### src/rtl/vga_pkg.sv
`default_nettype none
// vga_pkg: screen geometry constants and the drawer state encoding shared by all VGA drawers.
// Revision 1.0
package vga_pkg;
  localparam int SCREEN_W = 160;
  localparam int SCREEN_H = 120;
  localparam int X_W      = 8;
  localparam int Y_W      = 7;
  localparam int COLOUR_W = 3;
  localparam int ADDR_W   = 15;

  typedef enum logic [1:0] {
    ST_IDLE  = 2'd0,
    ST_SWEEP = 2'd1,
    ST_FLUSH = 2'd2,
    ST_DONE  = 2'd3
  } drawer_state_e;
endpackage
`default_nettype wire

### src/rtl/raster_counter.sv
`default_nettype none
// raster_counter: row-major (cx, cy) scan with a linear address kept as a running counter.
// Revision 1.0
module raster_counter #(
  parameter int WIDTH  = 160,
  parameter int HEIGHT = 120,
  parameter int X_W    = 8,
  parameter int Y_W    = 7,
  parameter int ADDR_W = 15
) (
  input  logic              clk,
  input  logic              reset,
  input  logic              clear_i,
  input  logic              enable_i,
  output logic [X_W-1:0]    cx_o,
  output logic [Y_W-1:0]    cy_o,
  output logic [ADDR_W-1:0] addr_o,
  output logic              last_o
);
  localparam logic [X_W-1:0] C_XMAX = X_W'(WIDTH - 1);
  localparam logic [Y_W-1:0] C_YMAX = Y_W'(HEIGHT - 1);

  logic [X_W-1:0]    cx_q;
  logic [Y_W-1:0]    cy_q;
  logic [ADDR_W-1:0] addr_q;

  assign last_o = (cx_q == C_XMAX) && (cy_q == C_YMAX);
  assign cx_o   = cx_q;
  assign cy_o   = cy_q;
  assign addr_o = addr_q;

  always_ff @(posedge clk or posedge reset) begin
    if (reset) begin
      cx_q   <= '0;
      cy_q   <= '0;
      addr_q <= '0;
    end else if (clear_i) begin
      cx_q   <= '0;
      cy_q   <= '0;
      addr_q <= '0;
    end else if (enable_i) begin
      // Wrapping on the last pixel keeps every counter inside the frame.
      if (cx_q == C_XMAX) begin
        cx_q <= '0;
        cy_q <= (cy_q == C_YMAX) ? '0 : cy_q + 1'b1;
      end else begin
        cx_q <= cx_q + 1'b1;
      end
      addr_q <= last_o ? '0 : addr_q + 1'b1;
    end
  end
endmodule
`default_nettype wire

### src/rtl/bg_sweep_drawer.sv
`default_nettype none
// bg_sweep_drawer: rasters the full frame from a 1-cycle background ROM into the VGA adapter.
// Revision 1.0; define BG_SOLID_FILL_EN for a solid fill_colour clear instead of ROM colour.
module bg_sweep_drawer #(
  parameter int WIDTH    = vga_pkg::SCREEN_W,
  parameter int HEIGHT   = vga_pkg::SCREEN_H,
  parameter int X_W      = vga_pkg::X_W,
  parameter int Y_W      = vga_pkg::Y_W,
  parameter int COLOUR_W = vga_pkg::COLOUR_W,
  parameter int ADDR_W   = vga_pkg::ADDR_W
) (
  input  logic                clk,
  input  logic                reset,
  input  logic                ld_BG,
  output logic [ADDR_W-1:0]   rom_addr,
  input  logic [COLOUR_W-1:0] rom_data,
`ifdef BG_SOLID_FILL_EN
  input  logic [COLOUR_W-1:0] fill_colour,
`endif
  output logic [X_W-1:0]      x,
  output logic [Y_W-1:0]      y,
  output logic [COLOUR_W-1:0] colour,
  output logic                plot,
  output logic                draw,
  output logic                busy
);
  import vga_pkg::*;

  drawer_state_e        state_q;
  logic [X_W-1:0]       x_q;
  logic [Y_W-1:0]       y_q;
  logic [COLOUR_W-1:0]  colour_q;
  logic                 plot_q;
  logic                 draw_q;
  logic                 busy_q;

  logic [X_W-1:0]       cx;
  logic [Y_W-1:0]       cy;
  logic [ADDR_W-1:0]    scan_addr;
  logic                 scan_last;
  logic                 scan_clear;
  logic                 scan_adv;

  assign scan_clear = (state_q == ST_IDLE);
  assign scan_adv   = (state_q == ST_SWEEP) && ld_BG;

  raster_counter #(
    .WIDTH  (WIDTH),
    .HEIGHT (HEIGHT),
    .X_W    (X_W),
    .Y_W    (Y_W),
    .ADDR_W (ADDR_W)
  ) u_raster (
    .clk      (clk),
    .reset    (reset),
    .clear_i  (scan_clear),
    .enable_i (scan_adv),
    .cx_o     (cx),
    .cy_o     (cy),
    .addr_o   (scan_addr),
    .last_o   (scan_last)
  );

  always_ff @(posedge clk or posedge reset) begin
    if (reset) begin
      state_q  <= ST_IDLE;
      x_q      <= '0;
      y_q      <= '0;
      colour_q <= '0;
      plot_q   <= 1'b0;
      draw_q   <= 1'b0;
      busy_q   <= 1'b0;
    end else begin
      plot_q <= 1'b0;
`ifndef BG_SOLID_FILL_EN
      // Latch the pixel just shown so colour holds once plot drops.
      if (plot_q) colour_q <= rom_data;
`endif
      case (state_q)
        ST_IDLE: begin
          draw_q <= 1'b0;
          if (ld_BG) begin
            state_q <= ST_SWEEP;
            busy_q  <= 1'b1;
          end
        end
        ST_SWEEP: begin
          if (!ld_BG) begin
            state_q <= ST_IDLE;
            busy_q  <= 1'b0;
          end else begin
            plot_q <= 1'b1;
            x_q    <= cx;
            y_q    <= cy;
`ifdef BG_SOLID_FILL_EN
            colour_q <= fill_colour;
`endif
            if (scan_last) state_q <= ST_FLUSH;
          end
        end
        ST_FLUSH: begin
          busy_q <= 1'b0;
          if (!ld_BG) begin
            state_q <= ST_IDLE;
          end else begin
            state_q <= ST_DONE;
            draw_q  <= 1'b1;
          end
        end
        ST_DONE: begin
          if (!ld_BG) begin
            state_q <= ST_IDLE;
            draw_q  <= 1'b0;
          end
        end
        default: state_q <= ST_IDLE;
      endcase
    end
  end

`ifdef BG_SOLID_FILL_EN
  assign rom_addr = '0;
  assign colour   = colour_q;
`else
  assign rom_addr = scan_addr;
  assign colour   = plot_q ? rom_data : colour_q;
`endif
  assign x    = x_q;
  assign y    = y_q;
  assign plot = plot_q;
  assign draw = draw_q;
  assign busy = busy_q;
endmodule
`default_nettype wire
### config.mk
export PLATFORM = sky130hd
export DESIGN_NAME = bg_sweep_drawer
export DESIGN_NICKNAME = d
export VERILOG_FILES = /design/src/rtl/vga_pkg.sv /design/src/rtl/raster_counter.sv /design/src/rtl/bg_sweep_drawer.sv
export SDC_FILE = /design/constraint.sdc
export NUM_CORES = 1
export LEC_CHECK = 0
export BUFFER_PORTS_ARGS = -buffer_cell sky130_fd_sc_hd__buf_4
export CORE_ASPECT_RATIO = 0.7
export CORE_MARGIN = 3
export CORE_UTILIZATION = 50
export DETAILED_ROUTE_END_ITERATION = 8
export GPL_ROUTABILITY_DRIVEN = 0
export PLACE_DENSITY = 0.75
export SYNTH_ARGS = -nofsm -noshare
export SYNTH_HDL_FRONTEND = slang
export SYNTH_SLANG_ARGS = --single-unit
### constraint.sdc
create_clock -name clk -period 1.5 [get_ports clk]
set_input_delay 0.3 -clock clk [delete_from_list [all_inputs] [get_ports clk]]
set_output_delay 0.3 -clock clk [all_outputs]
set_load 0.02 [all_outputs]
==> impl_results.rst <==
.. list-table::
   :header-rows: 1

   * - Metric
     - Value
   * - Average cell area after synthesis
     - 9.81 um2
   * - Critical path start-end classification
     - reg2reg
   * - Post-route insts no fill
     - 440
   * - Leakage power
     - 1.94 nW
   * - Placeable core region
     - 4860 um2
   * - Number of global-route vias before repair
     - 2222
   * - Required time at the worst-slack endpoint
     - 1720 ps
   * - Arr. time, crit path
     - 1950 ps
   * - Fraction of registers with async set or reset after synthesis
     - 1.00
   * - Critical Path Fanout Max
     - 3
   * - Result of the run
     - complete, but fails checks
   * - Post-Synthesis Net Count
     - 276
   * - Proportion of synthesized chip area in sequential cells
     - 0.518
   * - Number of inserted diodes
     - 0
   * - Final Hold Viols
     - 0
   * - Overall overflow remaining after global route
     - 0
   * - Number of clock buffers inserted by TritonCTS
     - 5
   * - Max Clock Freq
     - 0.578 GHz
   * - Total vias in the final route
     - 2405
   * - CTS tree
     - done
   * - Number of remaining DRC errors
     - 0
   * - Synth unique cells
     - 42
   * - Die Outline Area
     - 6030 um2
   * - Crit. End Element
     - flop
   * - Maximum buffer depth of the clock tree
     - 2
   * - Worst Tran Pin Value
     - 412 ps
   * - Die span in x
     - 91.5 um
   * - Clock tree sinks
     - 53
   * - Pin count of the biggest net entering global routing
     - 31
   * - Worst supply voltage drop on vdd
     - 878 uV
   * - Detailed placer's ending HPWL
     - 4480 um
   * - Routed via count divided by cell count
     - 5.47
   * - Library cell contributing the largest single delay on the critical path
     - sky130_fd_sc_hd__a221o_2
   * - Violations in the final reports
     - negative setup slack
   * - Post-Route WL
     - 7250 um
   * - Period Utilization, post-route
     - 1.15
   * - Routed len/inst
     - 16.5 um
   * - Placed cells
     - 415
   * - Worst clock skew
     - 13.0 ps
   * - Starting Density
     - 0.527
   * - Setup-violating endpoint count in the final report
     - 32
   * - Type of the tightest min-delay check
     - in2reg
   * - Cells after synthesis
     - 261
   * - Number of DRC markers in iteration 0
     - 166
   * - Global-route wire length before repair
     - 10800 um
   * - CP max stage delay
     - 380 ps
   * - Worst slack at placement
     - -349 ps
   * - Relative max-transition margin
     - 0.724
   * - Gr usage total
     - 0.231
   * - Net total in the final layout
     - 385
   * - Antenna-violating nets left
     - 0
   * - Setup repair after global routing missed its margin
     - yes
   * - Number of warnings issued by yosys
     - 0
   * - Number of placement rows
     - 21
   * - Cells along the critical path
     - ha_2 -> and3_4 -> buf_6 -> nand4_4 -> a221o_2 -> mux2_4
   * - Share of post-route cells with drive strength above 1
     - 0.434
   * - Number of max-slew violations in the final report
     - 0
   * - Top_reg_cell synth
     - sky130_fd_sc_hd__dfrtp_1
   * - Clock edge transition at the registers on the reported setup and hold paths
     - 100 ps
   * - Initial antenna violation count
     - 0
   * - Area leader, netlist
     - sky130_fd_sc_hd__dfrtp_1
   * - Share of the synthesized area in the top cell type
     - 0.518
   * - Top area cells in the synthesized netlist
     - sky130_fd_sc_hd__dfrtp_1 52%, sky130_fd_sc_hd__nand2_1 7.8%, sky130_fd_sc_hd__ha_1 4.4%
   * - Number of max-capacitance violations reported
     - 0
   * - Synthesis-stage register bit count
     - 53
   * - Commonest cells post-synth
     - 53 x sky130_fd_sc_hd__dfrtp_1, 53 x sky130_fd_sc_hd__nand2_1, 18 x sky130_fd_sc_hd__nor2_1
   * - Source-to-sink clock delay at the later pin of the worst-skew pair
     - 320 ps
   * - Root cell of the clock tree
     - sky130_fd_sc_hd__clkbuf_8
   * - Synthesized area
     - 2560 um2
   * - Die height
     - 65.9 um
   * - Setup slack after layout
     - -231 ps
   * - Worst Setup Start Kind
     - flop
   * - Power density over cell area
     - 1410 nW/um2
   * - Layout overhead on the synthesized area
     - 50.5%
   * - Hold_ws
     - 241 ps
   * - Number of flops mapped to enable cells by yosys
     - 0
   * - Total I/O pin count
     - 42
   * - Depth of the CTS H-tree
     - 2
   * - Iteration count of the initial detailed-routing pass
     - 4
   * - Fraction of the core area covered by cells at the end of the flow
     - 0.793
   * - Cell area after layout
     - 3850 um2
   * - Final worst path period need
     - 1730 ps
   * - Placement Cell Area
     - 3350 um2
   * - Count of buffers from port buffering
     - 41
==> state kept, by name, indices dropped and copies added, names as in the netlist <==
name	count
u_raster.addr_o	15
x	8
draw	1
u_raster.cy_o	7
colour_q	3
u_raster.cx_o	8
busy	1
state_q	2
plot	1
y	7
==> metal layers <==
metal | vias up | track usage | part of all wire
met5 | - | 0 | 0
met4 | 0 | 0.0639 | 0.017
met3 | 15 | 0.0501 | 0.062
met2 | 92 | 0.354 | 0.47
met1 | 1184 | 0.330 | 0.45
li1 | 1114 | - | -
==> cell usage in the layout (no fill, tap or decap), types with 6 or more instances in the layout <==
cell type / Yosys / routed
sky130_fd_sc_hd__buf_4: 1 / 92
sky130_fd_sc_hd__nand2_1: 53 / 50
sky130_fd_sc_hd__dfrtp_1: 53 / 50
sky130_fd_sc_hd__nor2_1: 18 / 17
sky130_fd_sc_hd__a21oi_1: 15 / 14
sky130_fd_sc_hd__buf_6: 0 / 14
sky130_fd_sc_hd__xor2_1: 12 / 12
sky130_fd_sc_hd__nand4_1: 10 / 10
sky130_fd_sc_hd__o21ai_0: 12 / 10
sky130_fd_sc_hd__nand3_1: 11 / 8
sky130_fd_sc_hd__ha_1: 9 / 6
==> final timing paths <==
kind | startpoint | endpoint | slack, ps | cells past startpoint
setup / recovery | u_raster.cx_o[1]$_DFFE_PP0P_ | state_q[1]$_DFFE_PP0P_ | -230 | 6
hold / removal | rom_data[2] | colour_q[2]$_DFF_PP0_ | 240 | 2
max in group asynchronous | reset | u_raster.cy_o[2]$_DFFE_PP0P_ | 490 | 4
min in group asynchronous | reset | x[1]$_DFFE_PP0P_ | 520 | 3
hold reg to reg | y[0]$_DFFE_PP0P_ | y[0]$_DFFE_PP0P_ | 490 | 2
setup reg to reg | u_raster.cx_o[1]$_DFFE_PP0P_ | state_q[1]$_DFFE_PP0P_ | -230 | 6
==> final cells by class <==
| class | instances | area (um2) |
|---|---|---|
| clock buffers | 6 | 72.6 |
| clock inverters | 2 | 13.8 |
| fillers | 299 | 1010 |
| inverters | 8 | 41.3 |
| multi-input cells | 190 | 1340 |
| flip-flops and latches | 53 | 1330 |
| well taps | 69 | 86.3 |
| repair buffers | 112 | 966 |
==> critical path: cells and delay by family, from the launching register on <==
kind | cells | cell delay [ps]
AO/OA/AOI/OAI | 1 | 380
flip-flops | 1 | 370
multiplexers | 1 | 300
AND/OR/NAND/NOR | 2 | 280
adder cells (fa/ha/maj) | 1 | 180
buffers and inverters | 1 | 100
==> report_power, final <==
| group | total [mW] | internal [mW] | switching (mW) |
|---|---|---|---|
| Combinational | 2.85 | 1.46 | 1.39 |
| Sequential | 1.74 | 1.61 | 0.134 |
| Clock | 0.827 | 0.334 | 0.493 |
| Total | 5.42 | 3.40 | 2.02 |
==> through the flow <==
| stage | setup TNS, ps | total power, mW |
|---|---|---|
| 2_1_floorplan | -824 | 2.74 |
| 3_3_place_gp | -3550 | 3.51 |
| 3_5_place_dp | -4680 | 3.57 |
| 4_1_cts | -3010 | 4.88 |
| 5_1_grt | -5810 | 5.67 |
| 6_report | -3810 | 5.42 |
==> logic make-up after synthesis <==
group,after synthesis,synth area share
adders and majority gates,9,0.0440
AOI/OAI and AO/OA,37,0.0836
DFF,53,0.518
xor gates and xnor gates,14,0.0479
muxes,9,0.0391
and+or+nand+nor,121,0.238
buffers and inverters,18,0.0298
==> timing repair <==
action                                  CTS  global route
endpoints found under the setup margin   32            38
endpoints found under the hold margin    16             0
cloned                                    1             0
hold buffers                              1             0
buffers inserted                         10             6
resized for setup                        27            35
pin swaps                                 4             9
No activity file was read; power rests on OpenSTA's default activity.
